[src/rtl/gem_pad_lookup_sched.sv]
// gem_pad_lookup_sched
// Schedules the per-BX GEM cluster pad -> eighth-strip lookups onto the
// dual-port pad-to-es ROM (synchronous read ports, registered read data).
// Captures up to MXCLST pads on start, drops invalid/out-of-range pads,
// issues two lookups per clock and collects results into a per-cluster bank.
//
// Handshake: start is a one-cycle strobe accepted only in IDLE. busy is high
// from the cycle after an accepted start through the done cycle. done pulses
// once per accepted start. A start seen while busy is dropped and recorded in
// the sticky start_ovf flag.
//
// Ports:
//   clock, global_reset      system clock, synchronous active-high reset
//   start, pad_in, pad_vld   capture strobe, packed pads, per-slot valid
//   rom_adr0/1, rom_rd0/1    ROM port addresses and read data
//   es_out, es_vld, pad_err  result bank, per-slot result valid, range error
//   busy, done, start_ovf    sequence status
module gem_pad_lookup_sched #(
  parameter int MXCLST    = 8,
  parameter int MXADRB    = 8,
  parameter int MXDATB    = 10,
  parameter int ROMLENGTH = 192,
  parameter int ROM_LAT   = 1
) (
  input  logic                     clock,
  input  logic                     global_reset,
  input  logic                     start,
  input  logic [MXCLST*MXADRB-1:0] pad_in,
  input  logic [MXCLST-1:0]        pad_vld,
  output logic [MXADRB-1:0]        rom_adr0,
  output logic [MXADRB-1:0]        rom_adr1,
  input  logic [MXDATB-1:0]        rom_rd0,
  input  logic [MXDATB-1:0]        rom_rd1,
  output logic [MXCLST*MXDATB-1:0] es_out,
  output logic [MXCLST-1:0]        es_vld,
  output logic [MXCLST-1:0]        pad_err,
  output logic                     busy,
  output logic                     done,
  output logic                     start_ovf
);

  localparam int SLW  = (MXCLST > 1) ? $clog2(MXCLST) : 1;
  localparam int TAGW = SLW + 1;  // {valid, slot}
  localparam int PD   = (ROM_LAT > 0) ? ROM_LAT : 1;
  localparam logic [MXADRB:0] ROMLEN_W = (MXADRB+1)'(ROMLENGTH);

  typedef enum logic [1:0] {IDLE, ISSUE, DRAIN, DONE} state_t;

  state_t                     state, state_nxt;
  logic [MXCLST*MXADRB-1:0]   pad_q;
  logic [MXCLST-1:0]          pending, pending_nxt, clr_mask;
  logic [MXCLST-1:0]          start_pend, start_err;
  logic [SLW-1:0]             sel0, sel1;
  logic                       sel0_vld, sel1_vld;
  logic                       issue, inflight;
  logic [TAGW-1:0]            tag0_in, tag1_in, exit0, exit1;
  logic [TAGW-1:0]            pipe0 [0:PD-1];
  logic [TAGW-1:0]            pipe1 [0:PD-1];

  assign issue = (state == ISSUE);
  assign busy  = (state != IDLE);
  assign done  = (state == DONE);

  // Range check of incoming pads at full address width (unsigned).
  always_comb begin
    start_pend = '0;
    start_err  = '0;
    for (int i = 0; i < MXCLST; i++) begin
      if (pad_vld[i]) begin
        if ({1'b0, pad_in[i*MXADRB +: MXADRB]} < ROMLEN_W) start_pend[i] = 1'b1;
        else                                               start_err[i]  = 1'b1;
      end
    end
  end

  // Lowest pending slot goes to port 0, next-lowest to port 1. Scanning
  // downward lets the last hit (lowest index) win.
  always_comb begin
    sel0     = '0;
    sel0_vld = 1'b0;
    sel1     = '0;
    sel1_vld = 1'b0;
    for (int i = MXCLST-1; i >= 0; i--) begin
      if (pending[i]) begin
        sel0     = SLW'(i);
        sel0_vld = 1'b1;
      end
    end
    for (int i = MXCLST-1; i >= 0; i--) begin
      if (pending[i] && (SLW'(i) != sel0)) begin
        sel1     = SLW'(i);
        sel1_vld = 1'b1;
      end
    end
  end

  always_comb begin
    clr_mask = '0;
    if (issue && sel0_vld) clr_mask[sel0] = 1'b1;
    if (issue && sel1_vld) clr_mask[sel1] = 1'b1;
    pending_nxt = pending & ~clr_mask;
  end

  assign rom_adr0 = (issue && sel0_vld) ? pad_q[int'(sel0)*MXADRB +: MXADRB] : '0;
  assign rom_adr1 = (issue && sel1_vld) ? pad_q[int'(sel1)*MXADRB +: MXADRB] : '0;
  assign tag0_in  = {issue && sel0_vld, sel0};
  assign tag1_in  = {issue && sel1_vld, sel1};

  // Tag pipeline: the tag leaves the pipeline in the same cycle the ROM
  // presents data for the address issued alongside it.
  generate
    if (ROM_LAT == 0) begin : g_lat0
      assign exit0 = tag0_in;
      assign exit1 = tag1_in;
    end else begin : g_latn
      assign exit0 = pipe0[ROM_LAT-1];
      assign exit1 = pipe1[ROM_LAT-1];
    end
  endgenerate

  // Port 0 is always used whenever anything issues, so its valid bits alone
  // tell whether lookups are still in flight behind the exiting stage.
  always_comb begin
    inflight = 1'b0;
    for (int i = 0; i < ROM_LAT-1; i++) inflight = inflight | pipe0[i][TAGW-1];
  end

  always_comb begin
    state_nxt = state;
    case (state)
      IDLE:  if (start) state_nxt = (start_pend != '0) ? ISSUE : DONE;
      ISSUE: if (pending_nxt == '0) state_nxt = (ROM_LAT > 0) ? DRAIN : DONE;
      DRAIN: if (!inflight) state_nxt = DONE;
      DONE:  state_nxt = IDLE;
      default: state_nxt = IDLE;
    endcase
  end

  always_ff @(posedge clock) begin
    if (global_reset) begin
      state     <= IDLE;
      pad_q     <= '0;
      pending   <= '0;
      pad_err   <= '0;
      es_out    <= '0;
      es_vld    <= '0;
      start_ovf <= 1'b0;
      for (int i = 0; i < PD; i++) begin
        pipe0[i] <= '0;
        pipe1[i] <= '0;
      end
    end else begin
      state <= state_nxt;
      if (start && (state != IDLE)) start_ovf <= 1'b1;

      pipe0[0] <= tag0_in;
      pipe1[0] <= tag1_in;
      for (int i = 1; i < PD; i++) begin
        pipe0[i] <= pipe0[i-1];
        pipe1[i] <= pipe1[i-1];
      end

      if ((state == IDLE) && start) begin
        pad_q   <= pad_in;
        pending <= start_pend;
        pad_err <= start_err;
        es_out  <= '0;
        es_vld  <= '0;
      end else if (issue) begin
        pending <= pending_nxt;
      end

      if (exit0[TAGW-1]) begin
        es_out[int'(exit0[SLW-1:0])*MXDATB +: MXDATB] <= rom_rd0;
        es_vld[exit0[SLW-1:0]] <= 1'b1;
      end
      if (exit1[TAGW-1]) begin
        es_out[int'(exit1[SLW-1:0])*MXDATB +: MXDATB] <= rom_rd1;
        es_vld[exit1[SLW-1:0]] <= 1'b1;
      end
    end
  end

endmodule

[config.mk]
export PLATFORM = sky130hd
export DESIGN_NAME = gem_pad_lookup_sched
export DESIGN_NICKNAME = d
export VERILOG_FILES = /design/src/rtl/gem_pad_lookup_sched.sv
export SDC_FILE = /design/constraint.sdc
export NUM_CORES = 1
export LEC_CHECK = 0
export CELL_PAD_IN_SITES_DETAIL_PLACEMENT = 1
export CELL_PAD_IN_SITES_GLOBAL_PLACEMENT = 2
export CORE_MARGIN = 4
export CORE_UTILIZATION = 33
export CTS_CLUSTER_DIAMETER = 150
export DETAILED_ROUTE_END_ITERATION = 10
export PLACE_DENSITY_LB_ADDON = 0.1
export SYNTH_ARGS = -nofsm -noshare
export SYNTH_HDL_FRONTEND = slang
export SYNTH_SLANG_ARGS = --single-unit
[constraint.sdc]
create_clock -name clock -period 9.1 [get_ports clock]
set_input_delay 1.82 -clock clock [delete_from_list [all_inputs] [get_ports clock]]
set_output_delay 1.82 -clock clock [all_outputs]
set_load 0.03 [all_outputs]
# Yosys cells after proc, flatten, opt, wreduce, memory -nomap -nowiden
# Memories as Yosys holds them, arrays and structs flattened.
# Cells that the tools add are included.
# totals
register_bits,171
inputBits,95
ramBits,8
mem_count,2
out_inout_bits,115
word_cells,178
# memory_table
memory,words,word_bits,read_ports,rd_clocked_by_memory_dff,wr,line,text
pipe0,1,4,1,0,1,57,logic [TAGW-1:0] pipe0 [0:PD-1];
pipe1,1,4,1,0,1,58,logic [TAGW-1:0] pipe1 [0:PD-1];
# classes
muxes,101
n_bitwise,5
order_cmp,16
addsub,2
n_mul,2
shifts,6
eq_ne,12
n_reduce_logical,25
# op_table
op,n
80-bit 2-to-1 mux,5
80-bit bitwise mux,2
"10-bit by 33-bit variable shift with 80-bit output, first input constant",2
10-bit by 33-bit variable part select with 80-bit output,2
64-bit by 7-bit variable part select with 8-bit output,2
8-bit 2-to-1 mux,11
7-bit negation with 33-bit output,2
"8-bit less-than comparator, second input constant",8
1-bit 2-to-1 mux,57
3-bit 2-to-1 mux,16
8-bit OR,3
1-bit logical AND,16
"3-bit by 4-bit less-than comparator with 1-bit output, second input constant",4
1-bit demux with 3-bit select,4
"3-bit by 1-bit >= comparator with 1-bit output, second input constant",4
"3-bit by 3-bit multiplier with 6-bit output, second input constant",2
"3-bit inequality test, first input constant",4
8-bit bitwise AND,1
8-bit logical NOT,1
4-bit 2-to-1 mux,2
8-bit inverter,1
2-bit one-hot mux with 4 select lines,1
8-bit nonzero test,1
4-bit OR reduction,2
other kinds (11),16

# Logic depth before layout (Yosys ltp)
# Gate-level depths: netlist of the first run.
# depth
depth_word,29
ltp_mapped,15
ltp_nobuf,14

# Worst setup path before layout of the first run
# Ideal clock, no wire load.
# synth_path
kind,reg2out
start,register pending[5]
end,output rom_adr0[0]
stages_incl_launch_ff,9
required_time_ns,7.280
arrival_time_ns,2.364
path_buffers,2
setup_slack_ns,4.916
cell_sequence,dfxtp_1 clkbuf_1 inv_1 a21oi_1 nor3_1 nor3_1 buf_2 mux2i_1 a211oi_1
# synth_via
elab_chain_len,8
word_cells_on_any_way,15
cone_classes,1 x shift; 13 x mux; 1 x reduce/logical
# synth_lines
item,line,text
"start, declared",51,"logic [MXCLST-1:0] pending, pending_nxt, clr_mask;"
"start signal, assigned",165,pending <= start_pend;
"start signal, assigned",170,pending <= pending_nxt;
3-bit 2-to-1 mux or 1-bit 2-to-1 mux (tied branches) (6 in a row),84,if (pending[i]) begin
64-bit by 7-bit variable part select with 8-bit output or 1-bit logical AND (tied branches),104,assign rom_adr0 = (issue && sel0_vld) ? pad_q[int'(sel0)*MXADRB +: MXADRB] : '0;
8-bit 2-to-1 mux *,104,
"end, declared",30,"output logic [MXADRB-1:0] rom_adr0,"
# Every way passes the cells marked *; elsewhere a longest branch is shown, timed or not.

# Final worst setup path of the first run
# layout_path
start,register pending[1]
end,output rom_adr1[7]
# layout_via
elab_chain_len,14
word_cells_on_any_way,37
cone_classes,7 x eq/ne; 1 x shift; 19 x mux; 10 x reduce/logical
# layout_lines
item,line,text
3-bit 2-to-1 mux (2 in a row),84,
3-bit inequality test,90,if (pending[i] && (SLW'(i) != sel0)) begin
1-bit logical AND,90,
3-bit 2-to-1 mux or 1-bit 2-to-1 mux (tied branches) (8 in a row),90,
64-bit by 7-bit variable part select with 8-bit output or 1-bit logical AND (tied branches),105,assign rom_adr1 = (issue && sel1_vld) ? pad_q[int'(sel1)*MXADRB +: MXADRB] : '0;
8-bit 2-to-1 mux *,105,
"end, declared",31,"output logic [MXADRB-1:0] rom_adr1,"
# Marks and branches as above.

==> results of run 1 <==
==> cell families after synthesis <==
| logic type | share of synthesized area |
|---|---|
| DFF | 0.301 |
| and+or+nand+nor | 0.285 |
| AOI/OAI and AO/OA | 0.278 |
| adders and majority gates | 0.0227 |
| xor gates and xnor gates | 0.00862 |
| muxes | 0.0559 |
| buffers and inverters | 0.0488 |
==> state kept, by name, indices dropped and copies added, names as in the netlist <==
signal / count
es_out: 80
pad_q: 64
es_vld: 8
pad_err: 8
pending: 8
pipe0: 4
pipe1: 4
state: 2
start_ovf: 1
==> power breakdown <==
group	switching (W)	total, W	internal, W
logic	0.00145	0.00201	0.000554
registers	0.0000971	0.000943	0.000846
clock network	0.000396	0.000774	0.000378
==> per-layer routing <==
metal	GRT usage	wire (µm)	vias to the layer above
li1	-	-	6318
met1	0.341	23100	6650
met2	0.499	28400	458
met3	0.0408	2760	92
met4	0.105	2060	0
met5	0	0	-
==> stage by stage <==
step / area, µm² / worst slack (ns) / power (W) / cells / hold slack (ns)
2_1_floorplan: 11900 / 4.92 / 0.00222 / 1631 / 0.446
3_3_place_gp: 14300 / 3.87 / 0.00293 / 2209 / 0.441
3_5_place_dp: 14300 / 3.77 / 0.00293 / 2209 / 0.448
4_1_cts: 14900 / 3.25 / 0.00371 / 2241 / 0.462
5_1_grt: 14900 / 3.00 / 0.00391 / 2241 / 0.489
6_report: 14900 / 3.20 / 0.00373 / 2241 / 0.457
==> area by class of cell <==
cell class	instances	area share
clock buffers	18	0.0295
clock inverters	14	0.0106
inverters	27	0.00682
multi-input cells	1313	0.523
flip-flops and latches	179	0.241
well taps	461	0.0388
repair buffers	229	0.151
==> cells in the final DEF, fill, tap and decap left out, types with 17 or more instances in the layout <==
| master | instances |
|---|---|
| sky130_fd_sc_hd__a211oi_1 | 52 |
| sky130_fd_sc_hd__a21oi_1 | 128 |
| sky130_fd_sc_hd__a311oi_1 | 35 |
| sky130_fd_sc_hd__a31oi_1 | 25 |
| sky130_fd_sc_hd__and3_1 | 19 |
| sky130_fd_sc_hd__buf_4 | 21 |
| sky130_fd_sc_hd__clkbuf_16 | 17 |
| sky130_fd_sc_hd__clkdlybuf4s50_1 | 208 |
| sky130_fd_sc_hd__dfxtp_1 | 179 |
| sky130_fd_sc_hd__ha_1 | 20 |
| sky130_fd_sc_hd__inv_1 | 23 |
| sky130_fd_sc_hd__mux2i_1 | 53 |
| sky130_fd_sc_hd__nand2_1 | 303 |
| sky130_fd_sc_hd__nand3_1 | 62 |
| sky130_fd_sc_hd__nand4_1 | 23 |
| sky130_fd_sc_hd__nor2_1 | 161 |
| sky130_fd_sc_hd__nor3_1 | 62 |
| sky130_fd_sc_hd__o211ai_1 | 20 |
| sky130_fd_sc_hd__o21ai_0 | 52 |
| sky130_fd_sc_hd__o22ai_1 | 46 |
==> tightest hold or removal path, stage by stage (launching register included) <==
cell                      delay (ns)
sky130_fd_sc_hd__dfxtp_1        0.31
sky130_fd_sc_hd__nand2_1        0.05
sky130_fd_sc_hd__a21oi_1        0.05
==> worst min-delay path by stage <==
stage	start	endpoint	slack, ns	cells after the start
global placement	pad_err[1]	pad_err[1]	0.44	2
detailed placement	pad_err[1]	pad_err[1]	0.45	2
finish	pad_err[6]	pad_err[6]	0.46	2
floorplan	pad_q[51]	pad_q[51]	0.45	2
CTS	pad_err[1]	pad_err[1]	0.46	2
global route	pad_err[7]	pad_err[7]	0.49	2
==> results.txt, run 1 <==
The maximum number of pins on one net before global-route repair came out at 94. The number of antenna-violating nets in the routed design came out at 0. The critical path runs through a total of 8 cells. The leakage power came out at between 5 and 6 nW. The count of fill cells added during filler insertion came out at roughly 4,300. By instance count, the cell type seen most on the critical path is sky130_fd_sc_hd__o221ai_1. In this run the critical register-to-register path is launched from pipe0[0][0]. Summed over all instances, the cell type with the most area after synthesis is sky130_fd_sc_hd__dfxtp_1. The number of gates resized after cts is 0. The capture point of the critical path is rom_adr1[7].

The first-pass iteration count of the detailed router came out at 9. In this run, synthesis produced a sequential element count of ~180. The mean instance size in the synthesized netlist is 7.30 µm².

The routed wire length came out at 56.4 mm. The root buffer selected by CTS is sky130_fd_sc_hd__clkbuf_16. Of the synthesized area, sequential elements account for 0.301.

The worst endpoint data arrival time is slightly above 4 ns. The fraction of final layout cells with drive strength greater than 1 came out at 0.0612. Among all flip-flop cells after synthesis, the most frequent one is sky130_fd_sc_hd__dfxtp_1. The detailed router finished its first iteration with 1,022 violations. Across the whole layout, storage elements account for 0.00358 mm². The transition time at the pin with the least slew margin is 1.20 ns. The total number of yosys warnings came out at 0.

The post-CTS setup buffer count is 0. The number of clock buffers inserted by TritonCTS is 17. The hold violation total from the final report came out at 0. The number of buffers between clock root and the deepest sink came out at 2. The quantity of hold-fixing buffers added after cts came out at 0. The effective utilization at floorplan is 0.335. The number of flops mapped to enable cells by yosys is 0. The clock latency at the later pin of the worst-skew pair is ~0.47 ns. The multi-input combinational cells in the finished layout cover a total of between 0.007 and 0.008 mm². The detail-routed net length per standard cell is around 25 µm. The via count came out at approximately 14,000. The number of DRC violations after detailed routing came out at 0. The critical path's slowest cell is sky130_fd_sc_hd__clkdlybuf4s50_1. The worst setup path is launched from a flop. STA classifies the critical path endpoint as a primary output. The total overflow reported by the global router came out at 0. Setup repair after global routing left no endpoint under its margin. The signal on the critical path passes through or4_4 > nor2_1 > o221ai_1 > nand2_2 > o221ai_1 > o21ai_0 > and4_1 > clkdlybuf4s50_1. For the worst setup path, the data required time is about 7.3 ns. The cell area that synthesis handed to floorplanning was between 0.01 and 0.015 mm². The ratio of total power to cell area is approximately 250 mW/mm². The wire length of the first global-routing pass is 84.3 mm. The highest net fanout along the worst path came out at 36. Across the VDD grid, the largest voltage drop is approximately 0.16 mV.

The congestion estimate from routability-driven global placement came to roughly 0.95. TritonCTS built the clock tree. Setup slack on the worst reg-to-reg path comes out at 4.52 ns. The detailed-placement wirelength estimate came out at between 40 and 50 mm.

The net total in the final layout is roughly 1,900. The via count of the first global-routing pass came out at roughly 13,000. The standard cell core area came out at around 0.036 mm². The area growth from synthesis to layout is 24.9%.

Measured on the finished design, the core utilization comes to 0.418. The post-synthesis async set-or-reset flop share is 0. The total number of H-tree levels is 4. In this run the critical register-to-register path is captured at es_out[62].

The largest incremental delay on the critical path is 0.69 ns. The minimum clock period is around 6 ns. The timing-limited maximum frequency came out at ~0.17 GHz.

In the synthesized netlist, the number of instances is 1,631. The number of pins with negative max-slew slack in the final report is 0. The distinct cell type count after synthesis came out at 90.

The critical path is of the reg -> out type. In this run the tightest slew margin relative to its limit is 0.193. The buffering stage count on the worst path with inverters included came out at 1. Among cell families on the critical path, the largest total delay comes from simple AND/OR/NAND/NOR gates. The setup violation total in the final timing report is 0. Ranked by total cell area, the synthesized netlist is headed by sky130_fd_sc_hd__dfxtp_1 30%, sky130_fd_sc_hd__nand2_1 9.6%, sky130_fd_sc_hd__a21oi_1 5.4%, sky130_fd_sc_hd__nor2_1 5.1%, sky130_fd_sc_hd__mux2i_1 4.5%. The setup TNS after final layout came out at 0 ns.

The flow ran to the end, and the final reports show no timing, DRC or antenna violations. The width of the chip is 198 µm. Among all cell types in the netlist, the one instantiated most often is sky130_fd_sc_hd__nand2_1.

The launch point of the critical path is pending[1]. The top-level I/O count came out at between 200 and 250. The tightest min-delay check is of the reg -> reg type.

The count of clock tree sinks is 179. Across every metal layer, demand over resource in global routing totals 0.280. The number of core rows is 69. The top-area cell type share of the netlist area came out at 0.301. The area of the die is a little under 0.04 mm². The max-capacitance violation count is 0. The synthesized netlist net count came out at between 1,500 and 2,000. The via density per instance came out at 6.03. The clock-pin slew on the worst setup and hold paths is about 0.08 ns. During placement, the flow inserted port buffers numbering roughly 210. The clock arrives with 0.0105 ns of skew. The number of antenna violations at the first check in global routing came to 0. The final clock period utilization by the worst path is 0.648. From bottom edge to top edge, the die measures slightly below 200 µm.

Counting instances in the post-synthesis netlist gives the leading cell types as 304 x sky130_fd_sc_hd__nand2_1, 179 x sky130_fd_sc_hd__dfxtp_1, 162 x sky130_fd_sc_hd__nor2_1. The number of cells on the worst reg-to-reg path is 10. The number of antenna diodes in the final layout is 0.
Power figures use the tool's default switching activity.
==> run 2: changes to the inputs <==
--- a/config.mk
+++ b/config.mk
@@ -8,7 +8,7 @@
 export CELL_PAD_IN_SITES_DETAIL_PLACEMENT = 1
 export CELL_PAD_IN_SITES_GLOBAL_PLACEMENT = 2
 export CORE_MARGIN = 4
-export CORE_UTILIZATION = 33
+export CORE_UTILIZATION = 27
 export CTS_CLUSTER_DIAMETER = 150
 export DETAILED_ROUTE_END_ITERATION = 10
 export PLACE_DENSITY_LB_ADDON = 0.1
==> constraint.sdc (replaced) <==
create_clock -name clock -period 5.3 [get_ports clock]
set_input_delay 1.06 -clock clock [delete_from_list [all_inputs] [get_ports clock]]
set_output_delay 1.06 -clock clock [all_outputs]
set_load 0.03 [all_outputs]
==> results.txt, run 2 (synthesis gave the netlist of run 1 again) <==
The clock tree from TritonCTS is done (unchanged). The worst slew slack as a fraction of its limit came out at 0.118 (was 0.193). The final weighted congestion of routability-driven global placement was 0.951 (was 0.953). The number of antenna-violating nets in the routed design is 0 (unchanged). The clock-pin slew on the worst setup and hold paths came out at 0.08 ns (about the same).

The ratio of total power to cell area was 428 mW/mm² (was 251 mW/mm²). The total overflow reported by the global router came out at 0 (unchanged). The wire length of the first global-routing pass came out at 89.3 mm (was 84.3 mm). The leakage power came out at 5.25 nW (was 5.14 nW).

Result of the run: finished, final reports clean (unchanged). The number of clock buffers inserted by TritonCTS came to 17 (unchanged). The overall die height is 218 µm (was 198 µm).

The minimum clock period is around 5 ns. The setup TNS after final layout is 0 ns (unchanged). The setup violation total in the final timing report came out at 0 (unchanged). The critical path endpoint category is a primary output (unchanged).

The required time of the critical path came to 4.24 ns (was 7.28 ns). The first-pass iteration count of the detailed router came to 5 (was 9). The root buffer selected by CTS is sky130_fd_sc_hd__clkbuf_16 (unchanged). The launching element type of the critical path was a flop (unchanged).

The detailed-placement wirelength estimate was 46.7 mm (was 43.2 mm). The transition time at the pin with the least slew margin came out at 1.31 ns (was 1.20 ns). The most common cell after layout, fill and taps aside is sky130_fd_sc_hd__nand2_1 (unchanged). The worst endpoint data arrival time is 3.84 ns (was 4.08 ns). The number of core rows is 76 (was 69). The via count is 13,592 (was 13,518). The number of pins with negative max-slew slack in the final report is 0 (unchanged). The total of buffers placed on input and output ports is 209 (unchanged). RSZ-0062 raised after global routing: false (unchanged). The maximum VDD drop is 0.256 mV (was 0.159 mV). The max-capacitance violation count came out at 0 (unchanged). The total number of H-tree levels was 4 (unchanged). The timing-limited maximum frequency came out at ~0.2 GHz. The detail-routed net length per standard cell came out at 25.2 µm (about the same). The standard cell core area came out at 0.0434 mm² (was 0.0356 mm²). The maximum number of pins on one net before global-route repair came to 123 (was 94).

The smallest hold slack came out at 0.454 ns (was 0.457 ns). The via density per instance came out at 5.70 (was 6.03). The worst clock skew came out at 0.0136 ns (was 0.0105 ns). The highest net fanout along the worst path came out at 36 (unchanged). The count of clock tree sinks is 179 (unchanged). The effective utilization at floorplan came out at 0.275 (was 0.335). The post-placement cell count came out at 2,351 (was 2,209). The post-CTS setup buffer count came out at 0 (unchanged). The fraction of final layout cells with drive strength greater than 1 was 0.0695 (was 0.0612). The number of DRC violations after detailed routing was 0 (unchanged).

The area of the die is 0.0475 mm² (was 0.0392 mm²). The register ranked first by flip-flop count is es_out (unchanged). Most used cells in the layout excluding fill and tap cells: 303 x sky130_fd_sc_hd__nand2_1, 208 x sky130_fd_sc_hd__clkdlybuf4s50_1, 179 x sky130_fd_sc_hd__dfxtp_1 (unchanged).

The final cell count without fillers came out at 2,386 (was 2,241). The post-placement setup slack came out at 0.686 ns (was 3.77 ns). The hold violation total from the final report came out at 0 (unchanged). The final design utilization was 0.351 (was 0.418). The number of buffers between clock root and the deepest sink came out at 2 (unchanged). The class of the worst hold path is reg -> reg (unchanged). The worst setup path category is reg -> out (unchanged). The number of antenna violations at the first check in global routing came out at 1 (was 0). The violation count after the first detailed-routing iteration was 1,231 (was 1,022).

The top-level I/O count came out at 210 (unchanged). Biggest registers after layout: es_out (80), pad_q (64) (unchanged). The width of the chip came to 218 µm (was 198 µm).

The final clock period utilization by the worst path is 0.924. The clock latency at the later pin of the worst-skew pair is 0.49 ns (was 0.47 ns). The flip-flop count of the largest register, all copies and words added came out at 80 (unchanged). The routed wire length came out at 60.1 mm (was 56.4 mm). The net total in the final layout came out at 1,900 (was 1,882).

The aggregate global-route resource usage is 0.248 (was 0.280). The via count of the first global-routing pass is 13,586 (was 13,478). The area growth from synthesis to layout came to 27.7% (was 24.9%). The smallest setup slack after layout came to 0.402 ns (was 3.20 ns).
## run 2: cell types whose count changed in the layout (fill, tap and decap cells not counted), sizes merged
cell,before,now
buf,21,39
inv,33,29
diode,0,3
bufinv,0,2
clkbuf,18,19
clkinvlp,0,1
## run 2: final cells by class
type / count / area [µm²]
multi-input cells: 1313 / 7770
diodes: 3 / 7.51
repair buffers: 247 / 2400
clock inverters: 13 / 166
fillers: 5304 / 28200
flip-flops and latches: 179 / 3580
well taps: 585 / 732
inverters: 27 / 101
clock buffers: 19 / 443
## run 2: metal layers
layer  vias up  track usage  wire [µm]
met5         -            0         11
met4         2       0.0661       1250
met3        62       0.0550       3700
met2       409        0.369      25900
met1      6770        0.361      29200
li1       6349            -          -
## run 2: path summary, 6_finish.rpt
kind | start | end | slack, ns | depth (start not counted)
hold / removal | pad_err[5] | pad_err[5] | 0.45 | 2
setup / recovery | pending[1] | rom_adr1[7] | 0.40 | 8
setup reg to reg | pipe0[0][1] | es_out[15] | 0.92 | 9
hold reg to reg | pad_err[5] | pad_err[5] | 0.45 | 2
## run 2: through the flow
step / total power [W] / cell area (µm²)
floorplan: 0.00381 / 11900
global placement: 0.00510 / 14600
detailed placement: 0.00510 / 14600
CTS: 0.00650 / 15200
global route: 0.00687 / 15200
finish: 0.00651 / 15200
## run 2: what timing repair did
item                       4_1_cts  5_1_grt
setup endpoints to repair        0        8
hold buffers                     0        0
gates resized for setup          0        1
## run 2: report_power, final
part | total, W | internal (W) | switching, W
Sequential | 0.00160 | 0.00145 | 0.000149
Clock | 0.00137 | 0.000724 | 0.000644
Combinational | 0.00354 | 0.00101 | 0.00253
Total | 0.00651 | 0.00319 | 0.00332
## run 2: worst max-delay path: stages (launching register included)
cell and delay (ns):
sky130_fd_sc_hd__dfxtp_1 0.51, sky130_fd_sc_hd__or4_4 0.68, sky130_fd_sc_hd__nor2_1 0.18, sky130_fd_sc_hd__o221ai_1 0.25
sky130_fd_sc_hd__nand2_4 0.44, sky130_fd_sc_hd__o221ai_1 0.20, sky130_fd_sc_hd__o21ai_0 0.11, sky130_fd_sc_hd__and4_1 0.26
sky130_fd_sc_hd__clkdlybuf4s50_1 0.69
==> run 3: changes to the inputs <==
--- a/config.mk
+++ b/config.mk
@@ -8,8 +8,9 @@
 export CELL_PAD_IN_SITES_DETAIL_PLACEMENT = 1
 export CELL_PAD_IN_SITES_GLOBAL_PLACEMENT = 2
 export CORE_MARGIN = 4
-export CORE_UTILIZATION = 27
+export CORE_UTILIZATION = 30
 export CTS_CLUSTER_DIAMETER = 150
+export CTS_CLUSTER_SIZE = 12
 export DETAILED_ROUTE_END_ITERATION = 10
 export PLACE_DENSITY_LB_ADDON = 0.1
 export SYNTH_ARGS = -nofsm -noshare
==> constraint.sdc (replaced) <==
create_clock -name clock -period 5.5 [get_ports clock]
set_input_delay 1.1 -clock clock [delete_from_list [all_inputs] [get_ports clock]]
set_output_delay 1.1 -clock clock [all_outputs]
set_load 0.03 [all_outputs]
==> results.txt, run 3 (synthesis gave the netlist of run 1 again) <==
Result of the run: finished, final reports clean (unchanged). The launching element type of the critical path is a flop (unchanged). The layer carrying the most global-route usage is met2 (unchanged). The setup violation total in the final timing report came out at 0 (unchanged). The first-pass iteration count of the detailed router came out at 7 (was 5). The cell occurring most often along the worst timing path was sky130_fd_sc_hd__o221ai_1 (unchanged).

The number of buffers between clock root and the deepest sink is 2 (unchanged). The worst setup path category is reg -> out (unchanged). The root buffer selected by CTS is sky130_fd_sc_hd__clkbuf_16 (unchanged).

The routed wire length is 58.6 mm (was 60.1 mm). The largest incremental delay on the critical path came to 0.70 ns (was 0.69 ns). The standard cell core area is 0.0389 mm² (was 0.0434 mm²). The area of the die came out at 0.0429 mm² (was 0.0475 mm²). The number of cells on the worst reg-to-reg path came out at 10 (was 9). The worst endpoint data arrival time came out at 4.04 ns (was 3.84 ns). The final clock period utilization by the worst path is 0.935. The number of core rows came out at 72 (was 76). The clock latency at the later pin of the worst-skew pair is 0.46 ns (was 0.49 ns).

The capture point of the critical path was rom_adr1[7] (unchanged). The total overflow reported by the global router was 0 (unchanged). Biggest registers after layout: es_out (80), pad_q (64) (unchanged). The number of clock buffers inserted by TritonCTS came out at 17 (unchanged).

The highest net fanout along the worst path was 36 (unchanged). The overall die height is 207 µm (was 218 µm). The setup TNS after final layout came out at 0 ns (unchanged). The register ranked first by flip-flop count is es_out (unchanged). The transition time at the pin with the least slew margin came out at 1.38 ns (was 1.31 ns). The maximum VDD drop came out at 0.221 mV (was 0.256 mV). The clock-pin slew on the worst setup and hold paths came out at 0.08 ns (about the same). The count of clock tree sinks is 179 (unchanged). The minimum clock period is ~5.1 ns. The top-level I/O count was 210 (unchanged). The number of pins with negative max-slew slack in the final report is 0 (unchanged). The total number of H-tree levels is 4 (unchanged). The post-CTS setup buffer count is 0 (unchanged). The quantity of hold-fixing buffers added after cts is 0 (unchanged). The via count came out at 13,516 (was 13,592). The flip-flop count of the largest register, all copies and words added came out at 80 (unchanged). The required time of the critical path came to 4.40 ns (was 4.24 ns). CP cell instances: or4_4 > nor2_1 > o221ai_1 > nand2_2 > o221ai_1 > o21ai_0 > and4_1 > clkdlybuf4s50_1 (was or4_4 > nor2_1 > o221ai_1 > nand2_4 > o221ai_1 > o21ai_0 > and4_1 > clkdlybuf4s50_1).

The number of antenna violations at the first check in global routing was 1 (unchanged). The met3 usage came out at 0.0500 (was 0.0550). The hold violation total from the final report came out at 0 (unchanged).

The reg-to-reg endpoint is es_out[7] (was es_out[15]). The aggregate global-route resource usage came out at 0.261 (was 0.248). The max-capacitance violation count came out at 0 (unchanged).

The count of fill cells added during filler insertion came out at 4,768 (was 5,304). The width of the chip is 207 µm (was 218 µm). The class of the worst hold path is reg -> reg (unchanged). The reg-to-reg critical path startpoint is pipe1[0][0] (was pipe0[0][1]). The met1 usage in global routing came out at 0.328 (was 0.361). The antenna diode count came to 0 (was 3). The maximum number of pins on one net before global-route repair came to 116 (was 123). Most used cells in the layout excluding fill and tap cells: 303 x sky130_fd_sc_hd__nand2_1, 208 x sky130_fd_sc_hd__clkdlybuf4s50_1, 179 x sky130_fd_sc_hd__dfxtp_1 (unchanged). The fraction of final layout cells with drive strength greater than 1 is 0.0649 (was 0.0695).

The wire length of the first global-routing pass came out at 87.7 mm (was 89.3 mm). The register-to-register path setup slack was 1.16 ns (was 0.92 ns). The effective utilization at floorplan is 0.306 (was 0.275).

The timing-limited maximum frequency came out at around 0.19 GHz. The launch point of the critical path was pending[1] (unchanged). The net total in the final layout is 1,888 (was 1,900).

The violation count after the first detailed-routing iteration is 1,083 (was 1,231). The detail-routed net length per standard cell is 25.4 µm (was 25.2 µm). The ratio of total power to cell area was 413 mW/mm² (was 428 mW/mm²). The via count of the first global-routing pass came to 13,587 (was 13,586). The smallest hold slack is 0.456 ns (was 0.454 ns). The leakage power came out at 5.17 nW (was 5.25 nW). The combined area of the multi-input logic cells is 0.00778 mm² (was 0.00777 mm²). RSZ-0062 raised after global routing: false (unchanged). The final weighted congestion of routability-driven global placement is 0.936 (was 0.951).

The detailed-placement wirelength estimate was 45.6 mm (was 46.7 mm). The area growth from synthesis to layout came out at 26.0% (was 27.7%). The number of DRC violations after detailed routing is 0 (unchanged). The most common cell after layout, fill and taps aside was sky130_fd_sc_hd__nand2_1 (unchanged). The clock tree from TritonCTS is done (unchanged). The number of gates resized after cts came out at 0 (unchanged).

The final design utilization came out at 0.385 (was 0.351). The via density per instance is 5.87 (was 5.70). The met2 track demand over resource in global routing came to 0.453 (was 0.369). The number of antenna-violating nets in the routed design came out at 0 (unchanged). The area used by sequential logic in the layout is 0.00358 mm² (unchanged).

The critical path endpoint category is a primary output (unchanged). The worst slew slack as a fraction of its limit came out at 0.0707 (was 0.118). The total of buffers placed on input and output ports came to 209 (unchanged). The critical path's slowest cell was sky130_fd_sc_hd__clkdlybuf4s50_1 (unchanged). The worst clock skew was 0.0125 ns (was 0.0136 ns).
-- run 3: changes by cell type in the layout (fill, tap and decap cells not counted), moves of 2 or more --
| cell | before | now |
|---|---|---|
| sky130_fd_sc_hd__buf_12 | 2 | 0 |
| sky130_fd_sc_hd__buf_4 | 37 | 26 |
| sky130_fd_sc_hd__clkinv_2 | 1 | 3 |
| sky130_fd_sc_hd__diode_2 | 3 | 0 |
| sky130_fd_sc_hd__inv_8 | 3 | 0 |
-- run 3: metrics by stage --
stage	instance area (µm²)	std cells	total power, W	setup WS [ns]
after floorplan	11900	1631	0.00367	2.04
after global placement	14400	2272	0.00486	0.956
after detailed placement	14400	2272	0.00486	0.880
after CTS	15000	2304	0.00617	0.359
after global routing	15000	2304	0.00652	0.0675
final	15000	2304	0.00620	0.356
-- run 3: worst min-delay path by stage --
stage	start	endpoint	slack, ns	cells past startpoint
floorplan	pad_q[51]	pad_q[51]	0.45	2
global placement	pad_err[2]	pad_err[2]	0.44	2
detailed placement	pad_err[1]	pad_err[1]	0.45	2
CTS	pad_err[0]	pad_err[0]	0.46	2
global route	pad_err[1]	pad_err[1]	0.48	2
finish	pad_err[0]	pad_err[0]	0.46	2
-- run 3: per-layer routing --
layer,wire length (µm),vias to the layer above
met5,0,-
met4,1880,0
met3,3240,91
met2,28800,432
met1,24700,6662
li1,-,6331
-- run 3: critical path, delay by kind of cell, from the launching register on --
kind                   cells  cell delay, ns
AND/OR/NAND/NOR            4            1.79
flip-flops                 1            0.52
AO/OA/AOI/OAI              3            0.56
buffers and inverters      1            0.70
-- run 3: area by class of cell --
| cell class | instances | share of cell area |
|---|---|---|
| sequential | 179 | 0.239 |
| clock buffer | 19 | 0.0302 |
| tap | 518 | 0.0432 |
| multi-input combinational | 1313 | 0.518 |
| inverter | 27 | 0.00676 |
| timing repair buffer | 235 | 0.153 |
| clock inverter | 13 | 0.0100 |
-- run 3: power by group --
part	leakage, nW	switching [W]	internal [W]
logic	3.42	0.00241	0.000938
clock network	0.293	0.000599	0.000701
registers	1.45	0.000154	0.00140
